### src/rtl/mem_responder.sv
// Arbitrates icache and dcache requests onto a single RAM port: data first,
// with retry on RAM error, timeout with a fixed error word, and abort on request drop.
module mem_responder #(
    parameter int unsigned TIMEOUT = 255,
    parameter logic [31:0] ERRVAL  = 32'hBAD1BAD1
) (
    input  logic        CLK,
    input  logic        RST,
    input  logic        iREN,
    input  logic [31:0] iaddr,
    output logic        iwait,
    output logic [31:0] iload,
    input  logic        dREN,
    input  logic        dWEN,
    input  logic [31:0] daddr,
    input  logic [31:0] dstore,
    output logic        dwait,
    output logic [31:0] dload,
    output logic        ramREN,
    output logic        ramWEN,
    output logic [31:0] ramaddr,
    output logic [31:0] ramstore,
    input  logic [31:0] ramload,
    input  logic [1:0]  ramstate
);

    typedef enum logic [2:0] {IDLE, DACC, IACC, RETRY, DRESP, IRESP} state_e;
    typedef enum logic [1:0] {RS_FREE, RS_BUSY, RS_ACCESS, RS_ERROR} ramstate_e;

    state_e      state_q, state_d;
    logic        side_d_q, side_d_d;
    logic        rw_q, rw_d;
    logic [7:0]  cnt_q, cnt_d;
    logic [31:0] addr_q, addr_d;
    logic [31:0] store_q, store_d;
    logic [31:0] iload_q, iload_d;
    logic [31:0] dload_q, dload_d;
    logic        ren_q, ren_d;
    logic        wen_q, wen_d;
    logic        iwait_q, iwait_d;
    logic        dwait_q, dwait_d;

    logic        d_req;
    logic        req_held;
    logic        timeout_hit;
    logic [7:0]  cnt_inc;

    assign d_req       = dREN | dWEN;
    assign req_held    = side_d_q ? d_req : iREN;
    assign cnt_inc     = (cnt_q == 8'hFF) ? cnt_q : cnt_q + 8'd1;
    // Timeout is judged on the count this cycle will reach, so TIMEOUT cycles are spent waiting.
    assign timeout_hit = (32'(cnt_q) + 32'd1) >= 32'(TIMEOUT);

    always_comb begin
        state_d  = state_q;
        side_d_d = side_d_q;
        rw_d     = rw_q;
        cnt_d    = cnt_q;
        addr_d   = addr_q;
        store_d  = store_q;
        iload_d  = iload_q;
        dload_d  = dload_q;

        case (state_q)
            IDLE: begin
                if (d_req) begin
                    state_d  = DACC;
                    side_d_d = 1'b1;
                    rw_d     = dWEN;
                    addr_d   = daddr;
                    store_d  = dstore;
                    cnt_d    = '0;
                end else if (iREN) begin
                    state_d  = IACC;
                    side_d_d = 1'b0;
                    addr_d   = iaddr;
                    cnt_d    = '0;
                end
            end
            DACC, IACC, RETRY: begin
                if (!req_held) begin
                    state_d = IDLE;
                end else begin
                    cnt_d = cnt_inc;
                    if (state_q != RETRY && ramstate == RS_ACCESS) begin
                        state_d = side_d_q ? DRESP : IRESP;
                        if (side_d_q) dload_d = ramload;
                        else          iload_d = ramload;
                    end else if (timeout_hit) begin
                        state_d = side_d_q ? DRESP : IRESP;
                        if (!side_d_q)  iload_d = ERRVAL;
                        else if (!rw_q) dload_d = ERRVAL;
                    end else if (state_q == RETRY) begin
                        state_d = side_d_q ? DACC : IACC;
                    end else if (ramstate == RS_ERROR) begin
                        state_d = RETRY;
                    end
                end
            end
            DRESP, IRESP: state_d = IDLE;
            default:      state_d = IDLE;
        endcase

        ren_d   = (state_d == IACC) || (state_d == DACC && !rw_d);
        wen_d   = (state_d == DACC) && rw_d;
        iwait_d = (state_d != IRESP);
        dwait_d = (state_d != DRESP);
    end

    always_ff @(posedge CLK or posedge RST) begin
        if (RST) begin
            state_q  <= IDLE;
            side_d_q <= 1'b0;
            rw_q     <= 1'b0;
            cnt_q    <= '0;
            addr_q   <= '0;
            store_q  <= '0;
            iload_q  <= '0;
            dload_q  <= '0;
            ren_q    <= 1'b0;
            wen_q    <= 1'b0;
            iwait_q  <= 1'b1;
            dwait_q  <= 1'b1;
        end else begin
            state_q  <= state_d;
            side_d_q <= side_d_d;
            rw_q     <= rw_d;
            cnt_q    <= cnt_d;
            addr_q   <= addr_d;
            store_q  <= store_d;
            iload_q  <= iload_d;
            dload_q  <= dload_d;
            ren_q    <= ren_d;
            wen_q    <= wen_d;
            iwait_q  <= iwait_d;
            dwait_q  <= dwait_d;
        end
    end

    assign iwait    = iwait_q;
    assign dwait    = dwait_q;
    assign iload    = iload_q;
    assign dload    = dload_q;
    assign ramREN   = ren_q;
    assign ramWEN   = wen_q;
    assign ramaddr  = addr_q;
    assign ramstore = store_q;

endmodule

### config.mk
export PLATFORM = sky130hd
export DESIGN_NAME = mem_responder
export DESIGN_NICKNAME = d
export VERILOG_FILES = /design/src/rtl/mem_responder.sv
export SDC_FILE = /design/constraint.sdc
export NUM_CORES = 1
export LEC_CHECK = 0
export ABC_AREA = 1
export CORE_UTILIZATION = 43
export DETAILED_ROUTE_END_ITERATION = 10
export PLACE_DENSITY = 0.88
export RECOVER_POWER = 100
export SETUP_SLACK_MARGIN = 0.15
export SLEW_MARGIN = 20
export SYNTH_ARGS = -nofsm -noshare
export SYNTH_HDL_FRONTEND = slang
export SYNTH_SLANG_ARGS = --single-unit
### constraint.sdc
create_clock -name CLK -period 6.9 [get_ports CLK]
set_clock_uncertainty 0.15 [all_clocks]
set_input_delay 2.07 -clock CLK [delete_from_list [all_inputs] [get_ports CLK]]
set_output_delay 2.07 -clock CLK [all_outputs]
set_load 0.03 [all_outputs]
# Word level (Yosys, flattened, before mapping)
# Cells that the tools add are included.
[word_totals] regBits=145 input_bits=135 output_inout_bits=132 elab_cells=81
[classes] add_sub_neg=2 magnitude_cmp=1 n_eq_ne=19 muxes=31 bitwise_logic=1 n_reduce_logical=15
[op_table] operator="$mux 32" n=11
[op_table] operator="$mux 8" n=4
[op_table] operator="$mux 3" n=7
[op_table] operator="$pmux 8 s2" n=1
[op_table] operator="$ne 2x2->1 const B" n=6
[op_table] operator="$add 8x1->9 const B" n=1
[op_table] operator="$eq 3x2->1 const B" n=3
[op_table] operator="$ge 9x8->1 const B" n=1
[op_table] operator="$ne 3x3->1 const B" n=3
[op_table] operator="$add 8x1->8 const B" n=1
[op_table] operator="$eq 8x8->1 const B" n=1
[op_table] operator="$eq 3x1->1 const B" n=2
[op_table] operator="$mux 1" n=6
[op_table] operator="$pmux 3 s2" n=1
[op_table] operator="$reduce_and 6->1" n=1
[op_table] operator="$reduce_bool 2->1" n=3
[op_table] operator="$reduce_and 5->1" n=1
[op_table] operator="$eq 2x2->1 const B" n=2
[op_table] operator="$reduce_and 2->1" n=2
[op_table] operator="$reduce_and 4->1" n=1
[op_table] operator="$logic_and 1x1->1" n=3
[op_table] operator="$logic_not 3->1" n=1
[op_table] operator="$ne 3x2->1 const B" n=1
[op_table] operator="$reduce_or 3->1" n=1
[op_table] operator="other kinds (5)" n=5

# Longest topological paths before layout
[logic_depth] depth_word=10 depth_mapped=14 ltp_nobuf=14

# Least setup slack after synthesis
# No wires, ideal clock.
[synth_path] path_kind="in2reg" from="input dWEN" to="register cnt_q[4]" setup_time_ns=0.129 arrival_ns=3.218 t_required_ns=6.621 setup_slack_ns=3.403 path_stages=8 n_path_buf=1 cell_sequence="nor2_2 -> nor3_4 -> nor2_1 -> a21boi_4 -> inv_2 -> or2_1 -> buf_2 -> o22ai_1"
[synth_between] elab_chain_len=4 elab_cells_between_ends=7 classes_between="2 x eq/ne; 3 x mux; 1 x bitwise; 1 x reduce/logical"
[synth_rtl] item="start, declared" line_no="14" source="input logic dWEN,"
[synth_rtl] item="$or 1x1->1 *" line_no="48" source="assign d_req = dREN | dWEN;"
[synth_rtl] item="$mux 1" line_no="49" source="assign req_held = side_d_q ? d_req : iREN;"
[synth_rtl] item="$ne 2x2->1 (no line)"
[synth_rtl] item="$reduce_and 4->1 (no line)"
[synth_rtl] item="end signal, assigned" line_no="128" source="cnt_q <= cnt_d;"
[synth_rtl] item="end, declared" line_no="33" source="logic [7:0] cnt_q, cnt_d;"
# Every way passes the cells marked *; elsewhere a longest branch is shown, timed or not.
# A chain may end at the register's enable or synchronous reset.

# Worst setup path after layout
[layout_path] from="input ramstate[0]" to="register iload_q[17] (netlist: iload[17])"
[layout_between] elab_chain_len=4 elab_cells_between_ends=6 classes_between="2 x eq/ne; 1 x mux; 3 x reduce/logical"
[layout_rtl] item="start, declared" line_no="24" source="input logic [1:0] ramstate"
[layout_rtl] item="$eq 2x2->1 *" line_no="85" source="if (state_q != RETRY && ramstate == RS_ACCESS) begin"
[layout_rtl] item="$logic_and 1x1->1 *" line_no="85"
[layout_rtl] item="$ne 2x2->1 (no line) / $reduce_bool 2->1 (equally long branches)"
[layout_rtl] item="$reduce_and 5->1 (no line)"
[layout_rtl] item="end signal, assigned" line_no="131" source="iload_q <= iload_d;"
[layout_rtl] item="end, declared" line_no="36" source="logic [31:0] iload_q, iload_d;"
# Marks and branches as above.

==> flow_summary.yaml <==
routing:
  avgViaCountPerCell: 4.92
  drc: 0
  vias: 5919
  postRouteAntennaNets: 0
  drt-total-wl_um: 18100
  initialDrtViolationCount: 443
  first_pass_iters: 5
  drt-wirelength-per-cell_um: 15.1
layout:
  nFillCells: 1083
  antenna_cells: 0
  layout_common_cells: "nand2_1, dfrtp_1, dlygate4sd3_1"
  drive_gt1_share_pct: 6.64
  final_util_pct: 68.5
  nNetsFinal: 1148
  final_common_cell: "nand2_1"
  syn_to_final_growth_pct: 54.0
die:
  io_pins: 267
  initial_utilization_pct: 44.5
  dieArea_sq_um: 15000
  fp-row-count: 43
  die_height_um: 122
  die_w_um: 122
  core-area_sq_um: 14000
worst_setup_path:
  crit_fanout: 34
  cp-end-kind: "flop"
  reg2regPathDepth: 14
  criticalPathCategory: "in2reg"
  crit_path_start_kind: "primary input"
  arrival_ns: 5.65
  critPathRequiredTime_ns: 7.05
grt:
  grt_first_pass_wirelength_um: 28100
  grt_pass1_vias: 5607
  antenna_found_initial: 0
  grt_start_max_net_pins: 110
  overflow: 0
  grt_use_total_pct: 25.0
clocking:
  clock_path_buffers: 2
  clkTransAtPathRegs_ns: 0.06
  cts_setup_buffers: 0
  htree_levels: 4
  insertion_delay_ns: 0.42
  cts_tree: "built"
  cts_root_buf: "clkbuf_16"
  holdBufCountCts: 0
  cts_resized: 0
  clock_sinks: 145
  tritoncts.num_buffers: 17
run:
  maxCapViolations: 2
yosys:
  synth_area_sq_um: 6220
  yosysSeqAreaShare_pct: 58.3
  synth_seq_cells: 145
  syn_avg_cell_area_sq_um: 8.26
  synthCells: 753
  yosysWarnings: 0
  yosys.area.top_type_share_pct: 57.5
  netlist_top_cells_area: "dfrtp_1, nand2_1, nor2_1, a31oi_1, inv_1"
  synth_top_area_cell: "dfrtp_1"
  ys_types: 32
  syn-num-nets: 890
sta:
  worst_pin_slew_ns: 1.98
  grt_setup_unrepaired: "false"
  post-route-min-period_ns: 5.50
  slew_headroom_pct: -31.8
  setup_violations: 0
  drv_slew: 73
  hold_viol_final: 0
  final.period_utilization_pct: 79.7
  fmax_mhz: 182
  final.setup.tns_ns: 0
pwr:
  powerDensity_nw_per_um2: 483
  p_leak_uw: 0.00448
  ir_worst_vdd_uv: 245
  power_uw: 4630
outcome:
  run_status: "complete, but fails checks"
  violations: "capacitance limit, slew limit"
worst_hold_path:
  whs_path_depth: 2
  hp-class: "reg2reg"
place:
  post-dp-hpwl_um: 13100
  routabilityCongestion: 0.883
  numPortBuffers: 266
-- layout make-up --
cell class,count,area (sq um),area share (%)
Sequential cell,145,3630,37.9
Multi-Input combinational cell,519,2220,23.2
Timing Repair Buffer,274,2710,28.3
Clock inverter,15,158,1.65
Clock buffer,17,425,4.44
Inverter,54,208,2.17
Tap cell,180,225,2.35
-- cells in the mapped netlist --
library cell and n:
o21ai_2 3, nor3_4 1, clkbuf_2 1, ha_1 2, a22oi_1 1, o21ai_1 1, buf_4 6, dfrtp_1 143
nor2_2 2, clkinv_1 1, nand2_1 299, a21oi_2 1, clkbuf_1 21, inv_1 51, nand4_1 1, a21oi_1 1
buf_2 3, o22ai_1 6, inv_2 2, a21boi_4 1, a31oi_1 32, or2_2 19, nand3_1 13, dfstp_2 2
or2_1 1, nor3_1 1, o21ai_0 18, nand3_2 1, o22ai_2 1, nand3b_1 1, buf_1 4, nor2_1 113
-- worst max-delay path, cell delays in order --
cell	delay, ns
dlygate4sd3_1	0.54
nand3b_1	0.15
nand2_1	0.07
inv_1	0.10
nand2_1	0.10
nand2_1	0.07
clkbuf_1	1.19
inv_1	0.98
nand2_1	0.30
nand2_1	0.08
-- where the power goes --
part | leakage, uW | total (uW) | switching, uW | internal (uW)
logic | 0.00248 | 2260 | 1460 | 798
registers | 0.00172 | 1470 | 222 | 1240
clock network | 0.000282 | 905 | 370 | 535
total | 0.00448 | 4630 | 2050 | 2580
-- worst paths after layout --
path	from	to	slack, ns
min in group asynchronous	RST	iload[20]	2.21
hold reg to reg	ramstore[14]	ramstore[14]	0.32
setup reg to reg	cnt_q[0]	iload[17]	2.61
max in group asynchronous	RST	ramaddr[29]	2.00
hold / removal	ramstore[14]	ramstore[14]	0.32
setup / recovery	ramstate[0]	iload[17]	1.40
-- logic make-up after synthesis --
family                     count (synthesis)  synth area share, %
buffers and inverters                     89                 5.81
and+or+nand+nor                          452                 28.8
DFF                                      145                 58.3
adders and majority gates                  2                0.402
AOI/OAI and AO/OA                         65                 6.61
-- metrics by stage --
step | instance area [sq um] | cells | hold WS [ns] | setup WS (ns)
after floorplan | 6220 | 753 | 0.364 | 0.789
after global routing | 9580 | 1204 | 0.332 | 1.11
final | 9580 | 1204 | 0.315 | 1.40
after global placement | 9040 | 1172 | 0.303 | 2.11
after detailed placement | 9040 | 1172 | 0.308 | 1.95
after CTS | 9620 | 1204 | 0.323 | 2.39
-- layer usage --
layer  share of wire (%)  vias to the layer above  track usage (%)  routed length [um]
li1                    -                     2859                -                   -
met2                  51                      291             43.6                9210
met1                  37                     2728             28.3                6800
met5                   0                        -                0                   0
met3                 8.8                       41             7.71                1590
met4                 3.0                        0             10.3                 550
-- state kept, by name, indices dropped and copies added (netlist names) --
name and flops:
cnt_q 8, dload 32, dwait 1, iload 32, iwait 1, ramREN 1
ramWEN 1, ramaddr 32, ramstore 32, rw_q 1, side_d_q 1, state_q 3
(Power assumes the default switching activity.)
